**config.mk**
```make
export PLATFORM = sky130hd
export DESIGN_NAME = sha256_msg_schedule_flat
export DESIGN_NICKNAME = d
export VERILOG_FILES = /design/src/rtl/sha256_msg_schedule_pkg.sv /design/src/rtl/sha256_msg_schedule_if.sv /design/src/rtl/rotate_right.sv /design/src/rtl/sha256_msg_schedule_small_sigma.sv /design/src/rtl/sha256_msg_schedule.sv /design/src/flat_wrapper.sv
export SDC_FILE = /design/constraint.sdc
export NUM_CORES = 1
export LEC_CHECK = 0
export CORE_MARGIN = 3
export CORE_UTILIZATION = 45
export DETAILED_ROUTE_END_ITERATION = 10
export PLACE_DENSITY = 0.79
export RECOVER_POWER = 25
export SLEW_MARGIN = 20
export SYNTH_ARGS = -nofsm -noshare
export SYNTH_HDL_FRONTEND = slang
export SYNTH_HIERARCHICAL = 1
export SYNTH_SLANG_ARGS = --single-unit
```
**constraint.sdc**
```tcl
create_clock -name clk -period 5.3 [get_ports clk]
set_clock_uncertainty 0.1 [all_clocks]
set_input_delay 1.06 -clock clk [delete_from_list [all_inputs] [get_ports clk]]
set_output_delay 1.06 -clock clk [all_outputs]
set_load 0.01 [all_outputs]
```
**src/rtl/sha256_msg_schedule_pkg.sv**
```systemverilog
// -----------------------------------------------------------------------------
// sha256_pkg
// Shared constants and types for the SHA-256 message-schedule stage.
//   WORD_W        schedule word width
//   SCHED_ROUNDS  schedule words emitted per block
//   WIN_DEPTH     depth of the sliding 16-word window
//   BLK_W         width of one padded message block
//   IDX_W         width of the word index t
//   state_e       schedule FSM states
//   S0_* / S1_*   rotate/shift amounts of the two small sigma functions
// -----------------------------------------------------------------------------
package sha256_pkg;

   localparam int WORD_W       = 32;
   localparam int SCHED_ROUNDS = 64;
   localparam int WIN_DEPTH    = 16;
   localparam int BLK_W        = WORD_W * WIN_DEPTH;
   localparam int IDX_W        = 6;

   // s0(x) = rotr7 ^ rotr18 ^ shr3
   localparam int S0_ROT1 = 7;
   localparam int S0_ROT2 = 18;
   localparam int S0_SHR  = 3;

   // s1(x) = rotr17 ^ rotr19 ^ shr10
   localparam int S1_ROT1 = 17;
   localparam int S1_ROT2 = 19;
   localparam int S1_SHR  = 10;

   typedef enum logic {
      IDLE = 1'b0,
      RUN  = 1'b1
   } state_e;

endpackage : sha256_pkg

```
**src/rtl/sha256_msg_schedule_if.sv**
```systemverilog
// -----------------------------------------------------------------------------
// sha256_msg_schedule_if
// Bundles the block-input handshake and the schedule-word output stream.
//   blk_valid/blk_ready/blk_data  512-bit block in, big-endian words
//   w_valid/w_ready               schedule word handshake
//   w_data/w_idx/w_last           word W[t], index t, last-word flag
//   busy                          a block is in progress
// Modports: slave = the schedule stage, master = block source + round logic.
// -----------------------------------------------------------------------------
interface sha256_msg_schedule_if;
   import sha256_pkg::*;

   logic               blk_valid;
   logic               blk_ready;
   logic [BLK_W-1:0]   blk_data;
   logic               w_valid;
   logic               w_ready;
   logic [WORD_W-1:0]  w_data;
   logic [IDX_W-1:0]   w_idx;
   logic               w_last;
   logic               busy;

   modport slave (
      input  blk_valid, blk_data, w_ready,
      output blk_ready, w_valid, w_data, w_idx, w_last, busy
   );

   modport master (
      output blk_valid, blk_data, w_ready,
      input  blk_ready, w_valid, w_data, w_idx, w_last, busy
   );

endinterface : sha256_msg_schedule_if

```
**src/rtl/rotate_right.sv**
```systemverilog
// -----------------------------------------------------------------------------
// rotate_right
// Constant-amount right rotation, pure wiring.
//   data_i  input word
//   data_o  data_i rotated right by AMOUNT bits
// -----------------------------------------------------------------------------
module rotate_right #(
   parameter int WIDTH  = 32,
   parameter int AMOUNT = 1
) (
   input  logic [WIDTH-1:0] data_i,
   output logic [WIDTH-1:0] data_o
);

   for (genvar gi = 0; gi < WIDTH; gi++) begin : g_bit
      assign data_o[gi] = data_i[(gi + AMOUNT) % WIDTH];
   end

endmodule : rotate_right

```
**src/rtl/sha256_msg_schedule_small_sigma.sv**
```systemverilog
// -----------------------------------------------------------------------------
// sha256_small_sigma
// SHA-256 small sigma: rotr(R1) ^ rotr(R2) ^ shr(S), logical zero-fill shift.
//   x_i  input word
//   y_o  sigma(x_i)
// -----------------------------------------------------------------------------
module sha256_small_sigma
   import sha256_pkg::*;
#(
   parameter int R1 = 7,
   parameter int R2 = 18,
   parameter int S  = 3
) (
   input  logic [WORD_W-1:0] x_i,
   output logic [WORD_W-1:0] y_o
);

   logic [WORD_W-1:0] rot1;
   logic [WORD_W-1:0] rot2;

   rotate_right #(.WIDTH(WORD_W), .AMOUNT(R1)) u_rot1 (.data_i(x_i), .data_o(rot1));
   rotate_right #(.WIDTH(WORD_W), .AMOUNT(R2)) u_rot2 (.data_i(x_i), .data_o(rot2));

   assign y_o = rot1 ^ rot2 ^ (x_i >> S);

endmodule : sha256_small_sigma

```
**src/rtl/sha256_msg_schedule.sv**
```systemverilog
// -----------------------------------------------------------------------------
// sha256_msg_schedule
// Accepts one padded 512-bit block and streams W[0]..W[63] one word per
// handshake. A 16-word window slides down on every accepted word; the new
// tail word is computed from the window in a single combinational stage.
//   clk        rising-edge clock
//   rst_n      asynchronous active-low reset
//   sched_if   block-in / word-out handshakes (slave modport)
// -----------------------------------------------------------------------------
module sha256_msg_schedule #(
   parameter int ROUNDS = 64,
   parameter int WORD_W = 32
) (
   input  logic                    clk,
   input  logic                    rst_n,
   sha256_msg_schedule_if.slave    sched_if
);
   import sha256_pkg::*;

   if (ROUNDS != sha256_pkg::SCHED_ROUNDS) begin : g_bad_rounds
      $error("sha256_msg_schedule: ROUNDS must be 64");
   end
   if (WORD_W != sha256_pkg::WORD_W) begin : g_bad_width
      $error("sha256_msg_schedule: WORD_W must be 32");
   end

   localparam logic [IDX_W-1:0] LAST_IDX = IDX_W'(ROUNDS - 1);

   state_e              state_q;
   logic [IDX_W-1:0]    t_q;
   logic [WORD_W-1:0]   win_q [WIN_DEPTH];

   logic [WORD_W-1:0]   s0_w;
   logic [WORD_W-1:0]   s1_w;
   logic [WORD_W-1:0]   tail_d;
   logic                word_hs;

   sha256_small_sigma #(.R1(S0_ROT1), .R2(S0_ROT2), .S(S0_SHR)) u_sigma0 (
      .x_i (win_q[1]),
      .y_o (s0_w)
   );

   sha256_small_sigma #(.R1(S1_ROT1), .R2(S1_ROT2), .S(S1_SHR)) u_sigma1 (
      .x_i (win_q[14]),
      .y_o (s1_w)
   );

   // W[t+16] relative to the window head W[t]; it lands in the tail slot
   // while the rest of the window shifts down.
   assign tail_d  = s1_w + win_q[9] + s0_w + win_q[0];
   assign word_hs = (state_q == RUN) && sched_if.w_ready;

   always_ff @(posedge clk or negedge rst_n) begin
      if (!rst_n) begin
         state_q <= IDLE;
         t_q     <= '0;
         for (int i = 0; i < WIN_DEPTH; i++) begin
            win_q[i] <= '0;
         end
      end else begin
         case (state_q)
            IDLE: begin
               if (sched_if.blk_valid) begin
                  for (int i = 0; i < WIN_DEPTH; i++) begin
                     win_q[i] <= sched_if.blk_data[BLK_W-1-WORD_W*i -: WORD_W];
                  end
                  t_q     <= '0;
                  state_q <= RUN;
               end
            end
            RUN: begin
               if (word_hs) begin
                  for (int i = 0; i < WIN_DEPTH - 1; i++) begin
                     win_q[i] <= win_q[i+1];
                  end
                  win_q[WIN_DEPTH-1] <= tail_d;
                  // t wraps to 0 on the last word
                  t_q <= t_q + IDX_W'(1);
                  if (t_q == LAST_IDX) begin
                     state_q <= IDLE;
                  end
               end
            end
            default: state_q <= IDLE;
         endcase
      end
   end

   assign sched_if.blk_ready = (state_q == IDLE);
   assign sched_if.w_valid   = (state_q == RUN);
   assign sched_if.busy      = (state_q == RUN);
   assign sched_if.w_data    = win_q[0];
   assign sched_if.w_idx     = t_q;
   assign sched_if.w_last    = (state_q == RUN) && (t_q == LAST_IDX);

endmodule : sha256_msg_schedule

```
**src/flat_wrapper.sv**
```systemverilog
// flat-port wrapper written by rule: the top's interface ports become plain ports
module sha256_msg_schedule_flat import sha256_pkg::*;
#(
   parameter int ROUNDS = 64,
   parameter int WORD_W = 32
)
  (clk, rst_n, sched_if_blk_valid, sched_if_blk_data, sched_if_w_ready, sched_if_blk_ready, sched_if_w_valid, sched_if_w_data, sched_if_w_idx, sched_if_w_last, sched_if_busy);
  sha256_msg_schedule_if sched_if_i ();
  input  logic clk;
  input  logic rst_n;
  input wire logic [$bits(sched_if_i.blk_valid)-1:0] sched_if_blk_valid;
  input wire logic [$bits(sched_if_i.blk_data)-1:0] sched_if_blk_data;
  input wire logic [$bits(sched_if_i.w_ready)-1:0] sched_if_w_ready;
  output wire logic [$bits(sched_if_i.blk_ready)-1:0] sched_if_blk_ready;
  output wire logic [$bits(sched_if_i.w_valid)-1:0] sched_if_w_valid;
  output wire logic [$bits(sched_if_i.w_data)-1:0] sched_if_w_data;
  output wire logic [$bits(sched_if_i.w_idx)-1:0] sched_if_w_idx;
  output wire logic [$bits(sched_if_i.w_last)-1:0] sched_if_w_last;
  output wire logic [$bits(sched_if_i.busy)-1:0] sched_if_busy;
  assign sched_if_i.blk_valid = sched_if_blk_valid;
  assign sched_if_i.blk_data = sched_if_blk_data;
  assign sched_if_i.w_ready = sched_if_w_ready;
  assign sched_if_blk_ready = sched_if_i.blk_ready;
  assign sched_if_w_valid = sched_if_i.w_valid;
  assign sched_if_w_data = sched_if_i.w_data;
  assign sched_if_w_idx = sched_if_i.w_idx;
  assign sched_if_w_last = sched_if_i.w_last;
  assign sched_if_busy = sched_if_i.busy;
  sha256_msg_schedule #(.ROUNDS(ROUNDS), .WORD_W(WORD_W)) u_core (.clk(clk), .rst_n(rst_n), .sched_if(sched_if_i));
endmodule
```
* Word level (Yosys, flattened, before mapping)
Index checks and enable logic that the tools add are counted.
** Word-level totals
- Input port bits :: 516
- Output and inout bits :: 42
- Register bits after elaboration :: 519
** Operators by class
- Reduce and logical (&&, ||, !) cells :: 3
- Equal/unequal tests :: 3
- $add $sub $neg :: 4
- Bitwise logic cells :: 5
- Mux-type cells :: 10
** Operator list (count)
- $mux 512 :: 2
- $pmux 512 s2 :: 1
- $add 32x32->32 :: 3
- $xor 32x32->32 :: 2
- $xor 32x22->32 :: 1
- $xor 32x29->32 :: 1
- $mux 6 :: 2
- $pmux 6 s2 :: 1
- $add 6x1->6 const B :: 1
- $eq 6x6->1 const B :: 1
- $ne 2x2->1 const B :: 2
- $mux 1 :: 3
- $logic_and 1x1->1 :: 2
- $pmux 1 s2 :: 1
- $reduce_and 2->1 :: 1
- $not 1->1 :: 1

* Longest topological paths before layout
Gate-level depths: netlist of run 1.
- Word-level depth :: 7
- Depth in mapped cells :: 16

* Cells and area by module
Netlist of run 1, hierarchy kept.
** By module, submodules not included
- sha256_msg_schedule :: times used 1, area an instance 27333.7 sq um, seq. area each 12987.5 sq um, cells an instance 2768
- rotate_right :: times used 4, area an instance 240.2 sq um, seq. area each 0.0 sq um, cells an instance 32
- sha256_small_sigma (u_core.u_sigma0) :: times used 1, area an instance 715.7 sq um, seq. area each 0.0 sq um, cells an instance 32
- sha256_small_sigma (u_core.u_sigma1) :: times used 1, area an instance 610.6 sq um, seq. area each 0.0 sq um, cells an instance 32

* Worst setup path before layout of run 1
No wires, ideal clock.
- Kind :: register to register
- Start :: reg u_core/win_q[467] (netlist name)
- End :: reg u_core/win_q[25] (netlist name)
- Cell stages (with the launch flop) :: 17
- Arrival :: 3879 ps
- Clock period less this slack :: 4073 ps
- Slack :: 1227 ps
- Required time :: 5106 ps
- Cells stage by stage :: dfrtp_1 > buf_4 > xor3_1 > inv_1 > fa_1 > inv_1 > fa_1 > ha_1 > fa_1 > a21oi_1 > o21ai_1 > a21oi_1 > a21oi_2 > o31ai_2 > o31ai_2 > xnor2_1 > a221oi_2
** On the way
- Cells in the longest elaborated chain, start to end :: 6
** RTL lines
- start, declared :: line sha256_msg_schedule.sv:31 : logic [WORD_W-1:0] win_q [WIN_DEPTH];
- start signal, assigned by index :: line sha256_msg_schedule.sv:65 : win_q[i] <= sched_if.blk_data[BLK_W-1-WORD_W*i -: WORD_W];
- start signal, assigned by index :: line sha256_msg_schedule.sv:74 : win_q[i] <= win_q[i+1];
- start signal, assigned by index :: line sha256_msg_schedule.sv:76 : win_q[WIN_DEPTH-1] <= tail_d;
- $xor 32x32->32 :: line sha256_msg_schedule_small_sigma.sv:24 : assign y_o = rot1 ^ rot2 ^ (x_i >> S);
- $xor 32x29->32 :: line sha256_msg_schedule_small_sigma.sv:24
- named net u_core.s0_w[1] :: line sha256_msg_schedule.sv:33 : logic [WORD_W-1:0] s0_w;
- $add 32x32->32 (2 in a row) :: line sha256_msg_schedule.sv:50 : assign tail_d = s1_w + win_q[9] + s0_w + win_q[0];
- $mux 512 :: line sha256_msg_schedule.sv:72 : if (word_hs) begin
- $pmux 512 s2 :: line sha256_msg_schedule.sv:61 : case (state_q)
The timed path passes the listed nets, and every way through them passes these cells. The select of a mux whose other input is x is not followed.
A chain may end at the register's enable or synchronous reset.

* Final worst setup path of run 1
Same ends and word-level chain as after synthesis.

==> reports/qor.log, run 1 <==
qor: global_routing.antenna_violations_before_repair 19
qor: logic_synthesis.ys_types 59
qor: global_routing.first_pass_grt_wire_length 147,500 um
qor: global_routing.use_met1 38.29%
qor: logic_synthesis.ys.flop_type sky130_fd_sc_hd__dfrtp_1
qor: logic_synthesis.synth_area_per_cell 10.01 um2
qor: clock_tree.post-cts-setup-buffer-count 0
qor: logic_synthesis.yosysTopAreaCellShare 43.85%
qor: logic_synthesis.post_synth_instance_area 29,620 um2
qor: clock_tree.cts_sinks 519
qor: worst_hold_path.worst_hold_path_type reg -> reg
qor: critical_path.cp-end-kind flop
qor: detailed_routing.total_length_of_routed_wires 101,200 um
qor: placed_design.dp_cells 4,062
qor: global_routing.grt_start_max_net_pins 184
qor: global_routing.via_count_of_the_first_global_routing_pass 22.34k
qor: detailed_routing.drc_errors 0
qor: critical_path.start_kind flop
qor: critical_path.critical_path_peak_fanout 5
qor: power_and_ir_drop.power.static_leakage 18.98 nW
qor: clock_tree.tritoncts done
qor: global_routing.grtUsageTotal 28.63%
qor: finish.post_route_cells_drive_above_1_share 4.322%
qor: logic_synthesis.synth-seq-cells 519
qor: finish.final_instance_count_excl_fillers 4,177
qor: finish.final-seq-area 12,990 um2
qor: clock_tree.clock_path_buffers 3
qor: critical_path.worst_setup_path_endpoint u_core/win_q[25]
qor: global_routing.met3_usage 6.872%
qor: critical_path.worstRegToRegCells 15
qor: finish.fill_cells 5,654
qor: finish.final_instance_area 36,740 um2
qor: clock_tree.htreeDepth 2
qor: logic_synthesis.synth_fp_nets 3,570
qor: timing.timing_worst_slew_pin_value 3.047 ns
qor: die.dieArea 68,940 um2
qor: global_routing.gr-max-usage-layer met2
qor: detailed_routing.via_count 22.50k
qor: timing.max_slew_margin -103.1%
qor: finish.nNetsFinal 3,877
qor: global_routing.grt-ovfl-total 0
qor: critical_path.critical_path_required 5.72 ns
qor: timing.final.min_clock_period 4.487 ns
qor: critical_path.timing_worst_setup_path_type reg -> reg
qor: clock_tree.cts.hold.buffers_added 0
qor: placed_design.worst_slack_after_detailed_placement 0.8243 ns
qor: logic_synthesis.post_synth_inst_count 2,960
qor: die.die_span_in_y 262.6 um
qor: placed_design.place_area 34,730 um2
qor: clock_tree.cts.reportedPaths.clkPinSlew 0.06 ns
qor: logic_synthesis.synth.yosys.warnings 6
qor: power_and_ir_drop.vdd_drop_max 0.5538 mV
qor: logic_synthesis.synthArstFlopShare 100.0%
qor: timing.final.setup.tns 0 ns
qor: critical_path.cp_data_arrival_time 4.90 ns
qor: critical_path.rr_endpoint u_core/win_q[25]
qor: placed_design.buffer_ports.inserted 557
qor: detailed_routing.detail_route.vias_per_cell 5.387
qor: logic_synthesis.synth.top_cells.by_area sky130_fd_sc_hd__dfrtp_1 44%, sky130_fd_sc_hd__mux2i_1 17%, sky130_fd_sc_hd__o21ai_0 8.7%, sky130_fd_sc_hd__nand2_1 6.6%, sky130_fd_sc_hd__fa_1 4.2%
qor: logic_synthesis.synth_edf_count 0
qor: detailed_routing.drt_first_pass_iters 5
qor: logic_synthesis.post-synth-top-area-cell sky130_fd_sc_hd__dfrtp_1
qor: timing.postLayoutSetupSlackWorst 0.8131 ns
qor: critical_path.r2r_setup_slack 0.81 ns
qor: placed_design.hpwl 78,970 um
qor: power_and_ir_drop.power_per_cell_area 646.2 nW/um2
qor: global_routing.use_met2 46.28%
qor: die.floorplan.initialDensity 45.70%
qor: finish.flow.area_growth_from_synthesis 24.03%
qor: run_status.outcome finished, violations left
qor: timing.unrepaired_setup_endpoints_after_global_routing no
qor: clock_tree.cts_repair_resized_insts 0
qor: timing.timing_max_transition_violations_final 108
qor: detailed_routing.drt_iter0_markers 2,132
qor: die.placeableCoreArea 64,810 um2
qor: critical_path.cp-startpoint u_core/win_q[467]
qor: die.std_cell_rows 93
qor: timing.finalHoldViolCount 0
qor: clock_tree.cts_made_buffers 58
qor: logic_synthesis.seq_area_frac_synth 43.85%
qor: job.maxCapViolations 1
qor: die.ios 558
qor: die.die_width 262.6 um
qor: placed_design.globalplace.congestion 0.9159
qor: run_status.failed_checks max-capacitance violations, max-slew violations
qor: clock_tree.cts_root_buffer sky130_fd_sc_hd__clkbuf_16
qor: clock_tree.insertion_delay 0.63 ns
qor: timing.fmax 222.9 MHz
qor: finish.multi_input_comb_area 14,000 um2
qor: critical_path.timing.rr.start u_core/win_q[467]
qor: timing.finalSetupViolCount 0
qor: detailed_routing.wl_per_cell 24.24 um
qor: timing.whs 0.3769 ns
qor: timing.final_min_period_over_clock_period 84.66%
qor: detailed_routing.antenna_violating_nets_post_route 0
==> through the flow <==
step | power (mW) | util (%)
6_report | 23.74 | 56.68
5_1_grt | 25.17 | 56.68
4_1_cts | 23.61 | 56.70
3_5_place_dp | 19.20 | 53.58
3_3_place_gp | 19.23 | 53.58
2_1_floorplan | 14.70 | -
==> layout by cell type, fill, tap and decap left out, drive strengths merged, types with 14 or more instances in the layout <==
cell type	n
clkdlybuf4s50	556
nand2	521
dfrtp	519
o21ai	517
mux2i	492
inv	182
clkbuf	85
fa	62
xor3	51
a21oi	43
ha	32
nor2	30
buf	30
xnor2	22
xor2	22
nand3	14
==> sequential cells by signal (all words and copies together), names as in the netlist <==
signal,flops
u_core/sched_if.busy,1
u_core/win_q,480
u_core/sched_if.w_data,32
u_core/sched_if.w_idx,6
==> worst min-delay path by stage <==
stage / startpoint / end / slack (ns) / depth (start not counted)
after detailed placement: u_core/win_q[6] / u_core/win_q[6] / 0.37 / 1
final: u_core/win_q[185] / u_core/win_q[185] / 0.38 / 2
after CTS: u_core/win_q[6] / u_core/win_q[6] / 0.38 / 1
after global routing: u_core/win_q[6] / u_core/win_q[6] / 0.39 / 1
after global placement: u_core/win_q[6] / u_core/win_q[6] / 0.36 / 1
after floorplan: u_core/win_q[6] / u_core/win_q[6] / 0.35 / 1
==> worst max-delay path: stages (launching register included) <==
cell and delay (ns):
sky130_fd_sc_hd__dfrtp_1 0.43, sky130_fd_sc_hd__xor3_1 0.40, sky130_fd_sc_hd__inv_1 0.05, sky130_fd_sc_hd__fa_1 0.47, sky130_fd_sc_hd__inv_1 0.05, sky130_fd_sc_hd__fa_1 0.46
sky130_fd_sc_hd__ha_1 0.24, sky130_fd_sc_hd__fa_1 0.46, sky130_fd_sc_hd__a21oi_1 0.22, sky130_fd_sc_hd__o21ai_1 0.18, sky130_fd_sc_hd__a21oi_1 0.31, sky130_fd_sc_hd__a21oi_2 0.12
sky130_fd_sc_hd__o31ai_2 0.42, sky130_fd_sc_hd__o31ai_2 0.12, sky130_fd_sc_hd__xnor2_1 0.15, sky130_fd_sc_hd__a221oi_2 0.20
==> kinds of logic (layout without fill, tap and decap cells) <==
group           after synthesis  in the layout  synth area share [%]
compound gates              636            636                 11.68
flops                       519            519                 43.85
mux                         492            492                 16.63
xor+xnor                     95             95                 5.394
buf+inv                     525            874                 8.921
other cells                   0             13                     0
fa+ha+maj                    94             94                 5.542
simple gates                599            599                 7.996
==> final cells by class <==
type,count,area share (%)
clock buffer,79,4.550
antenna,13,0.08855
sequential,519,35.36
tap,855,2.912
multi-input combinational,1916,38.10
timing repair buffer,592,16.20
clock inverter,23,0.9434
inverter,180,1.839
==> power by group <==
part	internal (mW)	total [mW]	switching, mW	leakage (nW)
registers	5.01	6.09	1.08	6.71
logic	5.26	13.4	8.12	11.3
clock network	2.55	4.27	1.72	0.991
==> cell usage after synthesis, drive strengths merged, types with 3 or more instances <==
cell and count:
clkbuf 122, nand4 8, a22oi 12, nor2b 11, inv 180, xor2 22
mux2i 492, xnor2 22, nor2 30, o21ai 517, nand2 521, a221oi 8
a211oi 7, o21bai 5, o211ai 8, nor3 3, a31oi 3, fa 62
nand3 14, buf 223, o31ai 5, dfrtp 519, a21oi 43, xor3 51
ha 32, a21o 8, o21a 4
==> per-layer routing <==
metal	up-vias	share of wire [%]
met5	-	0.061
met4	12	3.2
met3	155	7.5
met2	870	47
met1	10995	42
li1	10469	-
(Power assumes the default switching activity.)
==> run 2, diff against run 1 <==
==> constraint.sdc (replaced) <==
create_clock -name clk -period 4.3 [get_ports clk]
set_clock_uncertainty 0.1 [all_clocks]
set_input_delay 0.86 -clock clk [delete_from_list [all_inputs] [get_ports clk]]
set_output_delay 0.86 -clock clk [all_outputs]
set_load 0.01 [all_outputs]
==> reports/qor.log, run 2 (synthesized netlist as in run 1, its figures left out) <==
qor: detailed_routing.total_length_of_routed_wires 101,100 um [about the same]
qor: critical_path.critical_path_required 4.68 ns [-1.04 ns]
qor: clock_tree.cts_root_buffer sky130_fd_sc_hd__clkbuf_16
qor: die.die_width 262.6 um [unchanged]
qor: worst_hold_path.worst_hold_path_type reg -> reg
qor: critical_path.critical_path_peak_fanout 4 [-1]
qor: detailed_routing.detail_route.vias_per_cell 5.324 [-1.2%]
qor: global_routing.use_met2 45.32% [-0.96 points]
qor: clock_tree.cts.reportedPaths.clkPinSlew 0.06 ns [about the same]
qor: die.dieArea 68,940 um2 [unchanged]
qor: critical_path.timing.critical_path.slowest_cell_delay 0.49 ns [+0.02 ns]
qor: run_status.outcome finished, violations left
qor: global_routing.grtUsageTotal 28.52% [-0.11 points]
qor: global_routing.met3_usage 7.041% [+0.17 points]
qor: detailed_routing.drc_errors 0 [unchanged]
qor: power_and_ir_drop.vdd_drop_max 0.7039 mV [+27%]
qor: placed_design.hpwl 79,410 um [+0.55%]
qor: placed_design.globalplace.congestion 0.9200 [+0.45%]
qor: global_routing.first_pass_grt_wire_length 146,900 um [-0.40%]
qor: timing.max_slew_margin -69.22% [+34 points]
qor: die.placeableCoreArea 64,810 um2 [unchanged]
qor: detailed_routing.via_count 22.66k [+0.68%]
qor: finish.nNetsFinal 3,952 [+1.9%]
qor: clock_tree.cts.hold.buffers_added 0 [unchanged]
qor: finish.post_route_cells_drive_above_1_share 6.911% [+2.6 points]
qor: finish.flow.area_growth_from_synthesis 26.15%
qor: critical_path.cp_data_arrival_time 4.56 ns [-0.34 ns]
qor: clock_tree.insertion_delay 0.61 ns [-0.02 ns]
qor: clock_tree.cts_sinks 519 [unchanged]
qor: detailed_routing.drt_first_pass_iters 6 [+1]
qor: clock_tree.cts_made_buffers 58 [unchanged]
qor: finish.mostFrequentLayoutCells 556 x sky130_fd_sc_hd__clkdlybuf4s50_1, 520 x sky130_fd_sc_hd__nand2_1, 517 x sky130_fd_sc_hd__dfrtp_1
qor: run_status.failed_checks max-capacitance violations, max-slew violations
qor: timing.fmax 239.0 MHz [+7.2%]
qor: critical_path.start_kind flop
qor: die.std_cell_rows 93 [unchanged]
qor: timing.whs 0.3775 ns [+0.0006380 ns]
qor: timing.final.setup.tns 0 ns [unchanged]
qor: global_routing.via_count_of_the_first_global_routing_pass 22.64k [+1.4%]
qor: clock_tree.htreeDepth 2 [unchanged]
qor: timing.timing_max_transition_violations_final 84 [-22%]
qor: global_routing.gr-max-usage-layer met2
qor: timing.finalSetupViolCount 0 [unchanged]
qor: finish.largest_reg_flops 480 [unchanged]
qor: die.floorplan.initialDensity 45.70% [unchanged]
qor: die.ios 558 [unchanged]
qor: critical_path.timing_worst_setup_path_type reg -> reg
qor: timing.timing_worst_slew_pin_value 2.538 ns [-0.5084 ns]
qor: critical_path.path_cells buf_4 > xor3_1 > inv_1 > fa_1 > fa_1 > inv_1 > ha_1 > nand2_1 > o21bai_1 > a211o_1 > a21oi_2 > o31ai_4 > o41ai_2 > mux2i_1 > nand2_1
qor: finish.max_flop_register u_core/win_q
qor: clock_tree.tritoncts done
qor: timing.final_min_period_over_clock_period 97.32% [+13 points]
qor: die.die_span_in_y 262.6 um [unchanged]
qor: power_and_ir_drop.power_per_cell_area 840.0 nW/um2 [+30%]
qor: timing.final.min_clock_period 4.185 ns [-0.3023 ns]
qor: critical_path.critical_path_s_slowest_cell sky130_fd_sc_hd__fa_1
qor: detailed_routing.drt_iter0_markers 2,252 [+5.6%]
qor: global_routing.antenna_violations_before_repair 18 [-1]
qor: critical_path.cp-end-kind flop
qor: finish.final_common_cell sky130_fd_sc_hd__clkdlybuf4s50_1
qor: global_routing.grt_start_max_net_pins 177 [-3.8%]
qor: timing.finalHoldViolCount 0 [unchanged]
qor: global_routing.grt-ovfl-total 0 [unchanged]
qor: placed_design.buffer_ports.inserted 557 [unchanged]
qor: job.maxCapViolations 2 [+1]
qor: detailed_routing.antenna_violating_nets_post_route 0 [unchanged]
qor: power_and_ir_drop.power.static_leakage 19.36 nW [+2.0%]
qor: detailed_routing.wl_per_cell 23.77 um [-1.9%]
qor: clock_tree.clock_path_buffers 3 [unchanged]
qor: global_routing.use_met1 37.46% [-0.83 points]
[run 2: through the flow]
step | total power [mW] | std cells | utilization [%] | cell area, um2 | worst slack [ns]
after floorplan | 18.12 | 2960 | - | 29620 | 0.2272
after global placement | 24.96 | 4132 | 54.43 | 35280 | 0.06174
after detailed placement | 24.97 | 4132 | 54.43 | 35280 | -0.06863
after CTS | 30.38 | 4236 | 57.46 | 37240 | 0.008408
after global routing | 33.23 | 4254 | 57.65 | 37360 | -0.002013
final | 31.39 | 4255 | 57.65 | 37370 | 0.1154
[run 2: worst paths after layout]
check,start,endpoint,slack [ns],cells past startpoint
hold reg to reg,u_core/win_q[373],u_core/win_q[373],0.38,2
max in group asynchronous,rst_n,u_core/win_q[177],0.59,2
setup reg to reg,u_core/win_q[466],u_core/win_q[29],0.12,15
setup / recovery,u_core/win_q[466],u_core/win_q[29],0.12,15
hold / removal,u_core/win_q[373],u_core/win_q[373],0.38,2
min in group asynchronous,rst_n,u_core/win_q[409],0.91,1
[run 2: per-layer routing]
metal  routed length (um)  vias to the layer above
li1                     -                    10620
met4                 4363                        6
met3                 8044                      174
met2                47130                      926
met5                   31                        -
met1                41580                    10929
[run 2: power breakdown]
group	leakage, nW	switching (mW)	internal, mW
Sequential	6.71	1.17	6.17
Clock	0.961	2.09	3.05
Combinational	11.7	11.0	7.95
Total	19.4	14.2	17.2
[run 2: repair_timing]
| item | 4_1_cts | 5_1_grt |
|---|---|---|
| resized for setup | 2 | 23 |
| pin swaps | 0 | 8 |
| hold endpoints to repair | 0 | 0 |
| cloned | 0 | 0 |
| buffers inserted | 0 | 5 |
| endpoints found under the setup margin | 3 | 11 |
[run 2: final cells by class]
| type | count | area [um2] |
|---|---|---|
| clock buffer | 82 | 1663 |
| multi-input combinational | 1916 | 14120 |
| antenna | 14 | 35.03 |
| timing repair buffer | 667 | 6526 |
| clock inverter | 22 | 287.8 |
| inverter | 180 | 675.6 |
| sequential | 519 | 12990 |
| tap | 855 | 1070 |
| fill | 5491 | 27450 |
[run 2: worst max-delay path: cells and delay by family (launching register included)]
family / cells / cell delay, ns
simple gates: 2 / 0.18
mux: 1 / 0.23
buf+inv: 3 / 0.32
compound gates: 5 / 1.19
xor+xnor: 1 / 0.40
fa+ha+maj: 3 / 1.27
flops: 1 / 0.38
==> run 3, diff against run 2 <==
--- a/config.mk
+++ b/config.mk
@@ -7,6 +7,7 @@
 export LEC_CHECK = 0
 export CORE_MARGIN = 3
 export CORE_UTILIZATION = 45
+export CTS_CLUSTER_DIAMETER = 50
 export DETAILED_ROUTE_END_ITERATION = 10
 export PLACE_DENSITY = 0.79
 export RECOVER_POWER = 25
==> reports/qor.log, run 3 (synthesized netlist as in run 1, its figures left out) <==
qor: run_status.outcome finished, violations left
qor: run_status.failed_checks max-capacitance violations, max-slew violations
qor: global_routing.via_count_of_the_first_global_routing_pass 22.73k [+0.42%]
qor: die.die_span_in_y 262.6 um [unchanged]
qor: critical_path.path_cells xor3_1 > inv_1 > fa_1 > fa_1 > inv_1 > ha_1 > a21oi_1 > o211ai_1 > nand3_1 > nand3_1 > a221oi_4 > buf_4 > xor2_1 > o21ai_0
qor: critical_path.critical_path_required 4.65 ns [-0.03 ns]
qor: critical_path.worstRegToRegCells 14 [-1]
qor: global_routing.antenna_violations_before_repair 17 [-1]
qor: finish.nNetsFinal 3,964 [+0.30%]
qor: critical_path.worst-path-stages 14 [-1]
qor: critical_path.timing.rr.start u_core/win_q[459]
qor: job.maxCapViolations 2 [unchanged]
qor: timing.finalSetupViolCount 0 [unchanged]
qor: critical_path.cp-end-kind flop
qor: critical_path.critical_path_peak_fanout 5 [+1]
qor: detailed_routing.total_length_of_routed_wires 101,800 um [+0.65%]
qor: clock_tree.cts_root_buffer sky130_fd_sc_hd__clkbuf_16
qor: die.placeableCoreArea 64,810 um2 [unchanged]
qor: timing.max_slew_margin -70.14% [-0.92 points]
qor: placed_design.buffer_ports.inserted 557 [unchanged]
qor: timing.timing_worst_slew_pin_value 2.552 ns [+0.01387 ns]
qor: placed_design.place_area 35,280 um2 [unchanged]
qor: clock_tree.cts.hold.buffers_added 0 [unchanged]
qor: critical_path.rr_endpoint u_core/win_q[18]
qor: clock_tree.clock_path_buffers 3 [unchanged]
qor: detailed_routing.drt_iter0_markers 2,314 [+2.8%]
qor: finish.flow.area_growth_from_synthesis 27.77%
qor: detailed_routing.wl_per_cell 23.82 um [+0.20%]
qor: global_routing.first_pass_grt_wire_length 147,900 um [+0.65%]
qor: finish.max_flop_register u_core/win_q
qor: global_routing.grt-ovfl-total 0 [unchanged]
qor: timing.postLayoutSetupSlackWorst 0.08374 ns [-0.03165 ns]
qor: critical_path.cp_data_arrival_time 4.56 ns [about the same]
qor: placed_design.hpwl 79,410 um [unchanged]
qor: power_and_ir_drop.power.static_leakage 19.58 nW [+1.1%]
qor: detailed_routing.detail_route.vias_per_cell 5.325 [about the same]
qor: die.floorplan.initialDensity 45.70% [unchanged]
qor: worst_hold_path.worst_hold_path_type reg -> reg
qor: worst_hold_path.hold_path.startpoint u_core/win_q[188]
qor: detailed_routing.drc_errors 0 [unchanged]
qor: critical_path.start_kind flop
qor: global_routing.grtUsageTotal 28.81% [+0.29 points]
qor: clock_tree.cts_made_buffers 71 [+22%]
qor: finish.final_core_utilization 58.39% [+0.74 points]
qor: detailed_routing.drt_first_pass_iters 5 [-1]
qor: critical_path.r2r_setup_slack 0.08 ns [-0.03 ns]
qor: finish.mostFrequentLayoutCells 556 x sky130_fd_sc_hd__clkdlybuf4s50_1, 520 x sky130_fd_sc_hd__nand2_1, 517 x sky130_fd_sc_hd__dfrtp_1
qor: die.die_width 262.6 um [unchanged]
qor: clock_tree.tritoncts done
qor: finish.final_common_cell sky130_fd_sc_hd__clkdlybuf4s50_1
qor: critical_path.kind_of_cell_adding_the_most_delay_to_the_critical_path adder cells
qor: power_and_ir_drop.power_per_cell_area 855.5 nW/um2 [+1.8%]
qor: die.ios 558 [unchanged]
qor: clock_tree.cts_sinks 519 [unchanged]
qor: timing.fmax 237.2 MHz [-0.75%]
qor: placed_design.globalplace.congestion 0.9200 [unchanged]
qor: critical_path.critical_path_s_slowest_cell sky130_fd_sc_hd__fa_1
qor: clock_tree.htreeDepth 3 [+1]
qor: placed_design.worst_slack_after_detailed_placement -0.06863 ns [unchanged]
qor: global_routing.grt_start_max_net_pins 177 [unchanged]
qor: clock_tree.insertion_delay 0.61 ns [about the same]
qor: critical_path.worst_setup_path_endpoint u_core/win_q[18]
qor: timing.final_min_period_over_clock_period 98.05% [+0.74 points]
qor: finish.multi_input_comb_area 14,110 um2 [about the same]
qor: critical_path.timing_worst_setup_path_type reg -> reg
qor: finish.final-seq-area 12,990 um2 [unchanged]
qor: finish.fill_cells 5,416 [-1.4%]
qor: power_and_ir_drop.vdd_drop_max 0.7074 mV [+0.50%]
qor: critical_path.number_of_buffers_and_inverters_on_the_critical_path 3 [unchanged]
qor: finish.final_instance_area 37,850 um2 [+1.3%]
qor: timing.finalHoldViolCount 0 [unchanged]
qor: critical_path.timing.critical_path.slowest_cell_delay 0.50 ns [about the same]
qor: detailed_routing.antenna_violating_nets_post_route 0 [unchanged]
qor: clock_tree.cts.reportedPaths.clkPinSlew 0.06 ns [about the same]
qor: finish.post_route_cells_drive_above_1_share 7.602% [+0.69 points]
qor: timing.timing_max_transition_violations_final 143 [+70%]
qor: critical_path.cp-startpoint u_core/win_q[459]
qor: die.dieArea 68,940 um2 [unchanged]
qor: detailed_routing.via_count 22.76k [+0.45%]
qor: timing.final.min_clock_period 4.216 ns [+0.03165 ns]
qor: timing.unrepaired_setup_endpoints_after_global_routing yes
qor: die.std_cell_rows 93 [unchanged]
qor: finish.largest_reg_flops 480 [unchanged]
-- run 3: cell types whose count changed in the layout (fill, tap and decap cells not counted), sizes merged --
cell / before / now
inv: 183 / 191
bufinv: 6 / 8
clkinvlp: 2 / 6
diode: 14 / 12
buf: 104 / 103
clkbuf: 89 / 96
clkinv: 11 / 12
-- run 3: worst reg2reg max path: stages (launching register included) --
cell and delay [ns]:
sky130_fd_sc_hd__dfrtp_1 0.47, sky130_fd_sc_hd__xor3_1 0.41, sky130_fd_sc_hd__inv_1 0.11, sky130_fd_sc_hd__fa_1 0.44, sky130_fd_sc_hd__fa_1 0.50, sky130_fd_sc_hd__inv_1 0.04
sky130_fd_sc_hd__ha_1 0.34, sky130_fd_sc_hd__a21oi_1 0.19, sky130_fd_sc_hd__o211ai_1 0.20, sky130_fd_sc_hd__nand3_1 0.15, sky130_fd_sc_hd__nand3_1 0.17, sky130_fd_sc_hd__a221oi_4 0.39
sky130_fd_sc_hd__buf_4 0.17, sky130_fd_sc_hd__xor2_1 0.27, sky130_fd_sc_hd__o21ai_0 0.12
-- run 3: through the flow --
step / TNS [ns] / hold WS, ns / std cells / power [mW]
after global placement: 0 / 0.3593 / 4132 / 24.96
final: 0 / 0.3758 / 4274 / 32.38
after floorplan: 0 / 0.3491 / 2960 / 18.12
after detailed placement: -0.07010 / 0.3698 / 4132 / 24.97
after CTS: 0 / 0.2018 / 4258 / 31.50
after global routing: -0.06737 / 0.3982 / 4273 / 34.26
-- run 3: cell type report --
type                            instances  area share (%)
Multi-Input combinational cell       1916           37.28
Timing Repair Buffer                  666           17.22
Inverter                              180           1.785
Antenna cell                           12         0.07934
Clock inverter                         37           1.336
Clock buffer                           89           5.141
Sequential cell                       519           34.33
Tap cell                              855           2.827
-- run 3: repair_timing --
action,CTS,global route
resized for setup,4,21
pin swaps,0,10
endpoints found under the setup margin,4,11
setup buffers,0,4
endpoints found under the hold margin,0,0
-- run 3: per-layer routing --
layer	track usage (%)	share of wire [%]	vias to the layer above
met2	45.80	47	928
met3	7.359	7.9	169
met1	37.85	41	10999
met4	11.37	4.0	6
li1	-	-	10656
met5	0	0.030	-
-- run 3: power breakdown --
group / leakage, nW / internal, mW / total, mW / switching (mW)
Sequential: 6.71 / 6.17 / 7.35 / 1.17
Combinational: 11.7 / 7.94 / 18.9 / 11.0
Clock: 1.19 / 3.75 / 6.13 / 2.38
-- run 3: worst min path at each step --
stage	endpoint	slack (ns)	depth (start not counted)
finish	u_core/win_q[188]	0.38	2
global route	u_core/win_q[6]	0.40	1
CTS	u_core/win_q[409]	0.20	1
detailed placement	u_core/win_q[143]	0.37	2
global placement	u_core/win_q[6]	0.36	1
floorplan	u_core/win_q[6]	0.35	1
